[config.mk]
export PLATFORM = sky130hd
export DESIGN_NAME = selector_micro
export DESIGN_NICKNAME = d
export VERILOG_FILES = /design/src/rtl/selector_micro_pkg.sv /design/src/rtl/selector_micro_mux.sv /design/src/rtl/selector_micro.sv
export SDC_FILE = /design/constraint.sdc
export NUM_CORES = 1
export LEC_CHECK = 0
export CAP_MARGIN = 25
export CORE_ASPECT_RATIO = 0.9
export CORE_UTILIZATION = 28
export CTS_BUF_LIST = sky130_fd_sc_hd__clkbuf_4
export DETAILED_ROUTE_END_ITERATION = 10
export PLACE_DENSITY = 0.82
export SETUP_SLACK_MARGIN = 0.05
export SLEW_MARGIN = 20
export SYNTH_ARGS = -nofsm -noshare
export SYNTH_HDL_FRONTEND = slang
export SYNTH_SLANG_ARGS = --single-unit
[constraint.sdc]
create_clock -name i_clk -period 0.85 [get_ports i_clk]
set_input_delay 0.17 -clock i_clk [delete_from_list [all_inputs] [get_ports i_clk]]
set_output_delay 0.17 -clock i_clk [all_outputs]
set_load 0.005 [all_outputs]
[src/rtl/selector_micro_pkg.sv]
// Shared write-data select codes and default datapath width for the
// micro control unit and the write-data selector.
package selector_micro_pkg;

    localparam int DEF_WIDTH = 8;

    typedef enum logic [2:0] {
        SEL_R0   = 3'd0,
        SEL_DATO = 3'd1,
        SEL_NUM  = 3'd2,
        SEL_PC   = 3'd3,
        SEL_RY   = 3'd4
    } sel_dw_e;

endpackage

[src/rtl/selector_micro_mux.sv]
// Combinational 5:1 write-data mux; undefined codes give zero and raise invalid.
module selector_micro_mux
    import selector_micro_pkg::*;
#(
    parameter int WIDTH = DEF_WIDTH,
    parameter int SEL_W = 3
) (
    input  logic [SEL_W-1:0] sel,
    input  logic [WIDTH-1:0] r0,
    input  logic [WIDTH-1:0] dato,
    input  logic [WIDTH-1:0] num,
    input  logic [WIDTH-1:0] pc,
    input  logic [WIDTH-1:0] ry,
    output logic [WIDTH-1:0] dw,
    output logic             invalid
);

    // Explicit per-code arms keep unknowns on unselected inputs out of dw.
    always_comb begin
        dw      = '0;
        invalid = 1'b0;
        case (sel)
            SEL_W'(SEL_R0):   dw = r0;
            SEL_W'(SEL_DATO): dw = dato;
            SEL_W'(SEL_NUM):  dw = num;
            SEL_W'(SEL_PC):   dw = pc;
            SEL_W'(SEL_RY):   dw = ry;
            default:          invalid = 1'b1;
        endcase
    end

endmodule

[src/rtl/selector_micro.sv]
// Write-data selector: registers the muxed source and an invalid-code flag
// with one cycle of latency and a synchronous active-high reset.
module selector_micro
    import selector_micro_pkg::*;
#(
    parameter int WIDTH = DEF_WIDTH,
    parameter int SEL_W = 3
) (
    input  logic             i_clk,
    input  logic             i_rst,
    input  logic [SEL_W-1:0] Sel_DW,
    input  logic [WIDTH-1:0] R0,
    input  logic [WIDTH-1:0] i_dato,
    input  logic [WIDTH-1:0] Num,
    input  logic [WIDTH-1:0] o_direccion_instruccion,
    input  logic [WIDTH-1:0] Ry,
    output logic [WIDTH-1:0] DW,
    output logic             o_sel_invalido
);

    logic [WIDTH-1:0] mux_dw;
    logic             mux_invalid;

    selector_micro_mux #(
        .WIDTH (WIDTH),
        .SEL_W (SEL_W)
    ) u_mux (
        .sel     (Sel_DW),
        .r0      (R0),
        .dato    (i_dato),
        .num     (Num),
        .pc      (o_direccion_instruccion),
        .ry      (Ry),
        .dw      (mux_dw),
        .invalid (mux_invalid)
    );

    always_ff @(posedge i_clk) begin
        if (i_rst) begin
            DW             <= '0;
            o_sel_invalido <= 1'b0;
        end else begin
            DW             <= mux_dw;
            o_sel_invalido <= mux_invalid;
        end
    end

endmodule

# Yosys cells after proc, flatten, opt, wreduce, memory -nomap -nowiden
# Cells that the tools add are included.
dict set report op_classes {
  add_sub_neg 0
  mul 0
  div 0
  magnitude_cmp 0
  n_eq_ne 4
  shift 0
  n_mux 2
  bitwise 0
  reduce_logical 2
}
# operator count
set op_table {}
lappend op_table {{8-bit one-hot mux with 5 select lines} 1}
lappend op_table {{3-bit by 2-bit equality test with 1-bit output, second input constant} 2}
lappend op_table {{5-bit OR reduction} 1}
lappend op_table {{3-bit by 1-bit equality test with 1-bit output, second input constant} 1}
lappend op_table {{3-bit equality test, second input constant} 1}
lappend op_table {{3-bit zero test} 1}
lappend op_table {{1-bit two-way mux} 1}
dict set report word_totals {
  reg_bits 9
  latch_bits 0
  mem_bits_rw 0
  mem_bits_ro 0
  in_bits 45
  output_inout_bits 9
  wordCells 10
  memories 0
}

# Depth between registers and ports, before layout
dict set report depth {
  depth_word 3
  ltp_mapped 4
  ltp_nobuf 3
}

# Cells and area by module
# A second synthesis with hierarchy kept.
dict set report unflattened {
  hier_cells 62
  hier_area_um2 595.6
}
# mod instances cells_per_inst area_per_inst_um2 seq_area_each_um2
set modules_own_cells {}
lappend modules_own_cells {selector_micro_mux 1 44 359.1 0.0}
lappend modules_own_cells {selector_micro 1 18 236.5 180.2}

# Worst setup path before layout
# No wires, ideal clock.
dict set report synth_timing {
  path_kind {input port to flip-flop}
  startpoint {input port Sel_DW[1]}
  endpoint {register DW[0]}
  setup_time_ps 123
  arrival_time_ps 806
  required_ps 727
  setup_slack_ps -79
  stages 4
  path_buffers 1
  path_cell_list {buf_6 mux2_4 a22oi_1 a21oi_1}
}
dict set report synth_between {
  elab_chain_cells 2
  elab_cells_between_ends 6
  classes_between {4 x eq/ne; 1 x mux; 1 x reduce/logical}
}
# item line_no
set synth_rtl {}
lappend synth_rtl {{start: declaration} selector_micro.sv:11} ;# input logic [SEL_W-1:0] Sel_DW,
lappend synth_rtl {{3-bit equality test, or another cell as far along} selector_micro_mux.sv:22} ;# case (sel)
lappend synth_rtl {{8-bit one-hot mux with 5 select lines (*)} selector_micro_mux.sv:22}
lappend synth_rtl {{end signal: assignment} selector_micro.sv:43} ;# DW <= mux_dw;
lappend synth_rtl {{end: declaration} selector_micro.sv:17} ;# output logic [WIDTH-1:0] DW,
# Every way passes the cells marked *; elsewhere a longest branch is shown, timed or not.
# A chain may end at the register's enable or synchronous reset.

# Worst setup path after layout
dict set report layout_timing {
  startpoint {input port Sel_DW[1]}
  endpoint {register DW[7]}
}
# Same word-level chain as after synthesis.

==> flow_metrics.py <==
metrics = {
    "die": {
        "dieWidth_um": 49.6,
        "fp.dieH_um": 44.8,
        "rows": 15,
        "ios": 54,
        "core_area_um2": 1910,
        "start_util": 0.298,
        "dieArea_um2": 2220,
    },
    "yosys": {
        "synthesis.nets": 99,
        "synth_largest_area_cell": "dfxtp_1",
        "synth_area_leaders": "dfxtp_1 (32%), a22oi_1 (18%), mux2_4 (18%)",
        "yosysUniqueCellTypes": 17,
        "yosysTopAreaCellShare": 0.316,
        "syn_area_um2": 571,
        "ys_seq_area_frac": 0.316,
        "syn_avg_cell_area_um2": 10.6,
        "synthCells": 54,
        "async_reset_ff_frac": 0,
        "yosys_warnings": 0,
        "synth_flop_cell": "dfxtp_1",
        "synth_seq_cells": 9,
        "synth_edf_count": 0,
    },
    "setup_path": {
        "crit_end": "DW[7]",
        "crit_type": "in -> reg",
        "critPathLaunchType": "primary input",
        "arrival_ps": 1050,
        "cp.required_ps": 1040,
        "end_kind": "register",
        "critical_path.max_fanout": 6,
        "crit_path_start": "Sel_DW[1]",
    },
    "route": {
        "avgViaCountPerCell": 5.01,
        "drc_errors": 0,
        "wl_mm": 2.29,
        "avgRoutedWirePerCell_um": 15.6,
        "antenna_left": 0,
        "first_pass_iters": 4,
        "vias": 737,
        "detail_route.iter0.violations": 6,
    },
    "cells_and_area": {
        "diodes": 0,
        "design_area_um2": 1360,
        "fillers": 151,
        "layout_commonest_cell": "clkdlybuf4s50_1",
        "layout-drive-gt1-share": 0.541,
        "multi_input_area_um2": 490,
        "syn_to_final_growth_pct": 138,
        "regArea_um2": 184,
        "most-common-layout-cells": "clkdlybuf4s50_1 (22), dlygate4sd2_1 (19), a22oi_2 (13)",
        "nets": 168,
    },
    "pwr": {
        "switchingPower_uw": 341,
        "p_leak_nw": 0.578,
        "clockPowerShare": 0.270,
        "p_per_area_nw_per_um2": 979,
        "p_total_mw": 1.33,
        "p_int_uw": 990,
        "pwr-share-comb": 0.392,
        "p_seq_frac": 0.337,
        "p_sw_frac": 0.256,
        "ir_drop_mv": 0.517,
    },
    "timing": {
        "fmax_ghz": 1.16,
        "period_share": 1.01,
        "grt_setup_unrepaired": "true",
        "worst_slew_pin_slew_ps": 222,
        "fin_crit_ps": 861,
        "fin_ws_ps": -10.8,
        "hold_viol": 0,
        "setup_viol": 4,
        "relSlewSlack": 0.852,
        "slew_viol_final": 0,
    },
    "placed_design": {
        "place_area_um2": 1170,
        "place_ws_ps": -767,
        "place_congestion": 0.818,
        "portBuffers": 53,
    },
    "clock_tree": {
        "root_buffer": "clkbuf_4",
        "clock_path_buffers": 2,
        "cts_made_buffers": 3,
        "cts_max_level": 1,
        "clk_pin_slew_ps": 60,
        "cts_tree": "built",
        "cts_sinks": 9,
    },
    "grt": {
        "grt-ovfl-total": 0,
        "antenna_found_initial": 0,
        "grt_pass1_vias": 774,
        "track_usage": 0.201,
        "grt_pass1_wl_mm": 3.24,
        "grt_max_degree": 9,
    },
    "run_status": {
        "violations": "negative setup slack",
        "outcome": "finished with violations",
    },
    "worst_hold_path": {
        "worstHoldPathType": "in -> reg",
    },
    "run": {
        "maxCapViolations": 0,
    },
}
[cell families (layout without fill, tap and decap cells)]
| kind of cell | after synthesis | after routing | share of synthesized area |
|---|---|---|---|
| AOI/OAI and AO/OA | 25 | 25 | 0.285 |
| buffers and inverters | 3 | 71 | 0.0417 |
| DFF | 9 | 9 | 0.316 |
| muxes | 8 | 8 | 0.204 |
| and+or+nand+nor | 9 | 9 | 0.154 |
[state kept, by name, indices dropped and copies added (netlist names)]
| signal | cells |
|---|---|
| o_sel_invalido | 1 |
| DW | 8 |
[synth_stat cells, drive strengths merged, types with 2 or more instances]
master   n
a21oi    9
nor3b    2
a22oi   14
mux2     8
dfxtp    9
nand3b   2
buf      3
[timing repair]
| action | CTS | global route |
|---|---|---|
| endpoints found under the hold margin | 0 | 0 |
| gates resized for setup | 93 | 16 |
| hold buffers | 0 | 0 |
| setup buffers | 3 | 4 |
| gates cloned | 1 | 0 |
| pin swaps | 22 | 11 |
| endpoints found under the setup margin | 18 | 17 |
[critical path, cell delays in order]
cell	delay, ps
buf_8	110
buf_16	130
nor3_4	230
buf_4	160
a22oi_1	80
a21oi_1	160
[how the worst min path moves through the flow]
stage / depth (start not counted) / to / from / slack (ps)
2_1_floorplan: 1 / o_sel_invalido / i_rst / 240
3_5_place_dp: 2 / o_sel_invalido / i_rst / 720
3_3_place_gp: 2 / o_sel_invalido / i_rst / 720
5_1_grt: 5 / DW[5] / Sel_DW[2] / 410
4_1_cts: 4 / DW[0] / Sel_DW[2] / 360
6_report: 5 / DW[5] / Sel_DW[2] / 400
[area by class of cell]
class,count,area share
Timing Repair Buffer,67,0.459
Tap cell,25,0.0230
Multi-Input combinational cell,42,0.361
Clock buffer,4,0.0221
Sequential cell,9,0.135
[routing by layer]
metal,track usage,up-vias,wire [um]
met3,0.0471,10,158
met4,0.166,0,133
met2,0.368,42,1210
li1,-,351,-
met5,0,-,0
met1,0.199,334,786
[power groups by stage]
stage | Combinational (mW) | Clock [mW] | Sequential (mW)
final | 0.522 | 0.360 | 0.449
after detailed placement | 0.443 | 0 | 0.458
after global placement | 0.435 | 0 | 0.457
after CTS | 0.471 | 0.364 | 0.448
after global routing | 0.550 | 0.391 | 0.452
after floorplan | 0.144 | 0 | 0.461
[per-stage QoR]
stage / util / setup TNS, ps / hold slack, ps / cells
floorplan: - / -330 / 242 / 54
global placement: 0.609 / -6670 / 724 / 135
detailed placement: 0.609 / -7080 / 721 / 135
CTS: 0.663 / -3.90 / 356 / 143
global route: 0.710 / -335 / 406 / 147
finish: 0.710 / -21.4 / 395 / 147
No activity file was read; power rests on OpenSTA's default activity.
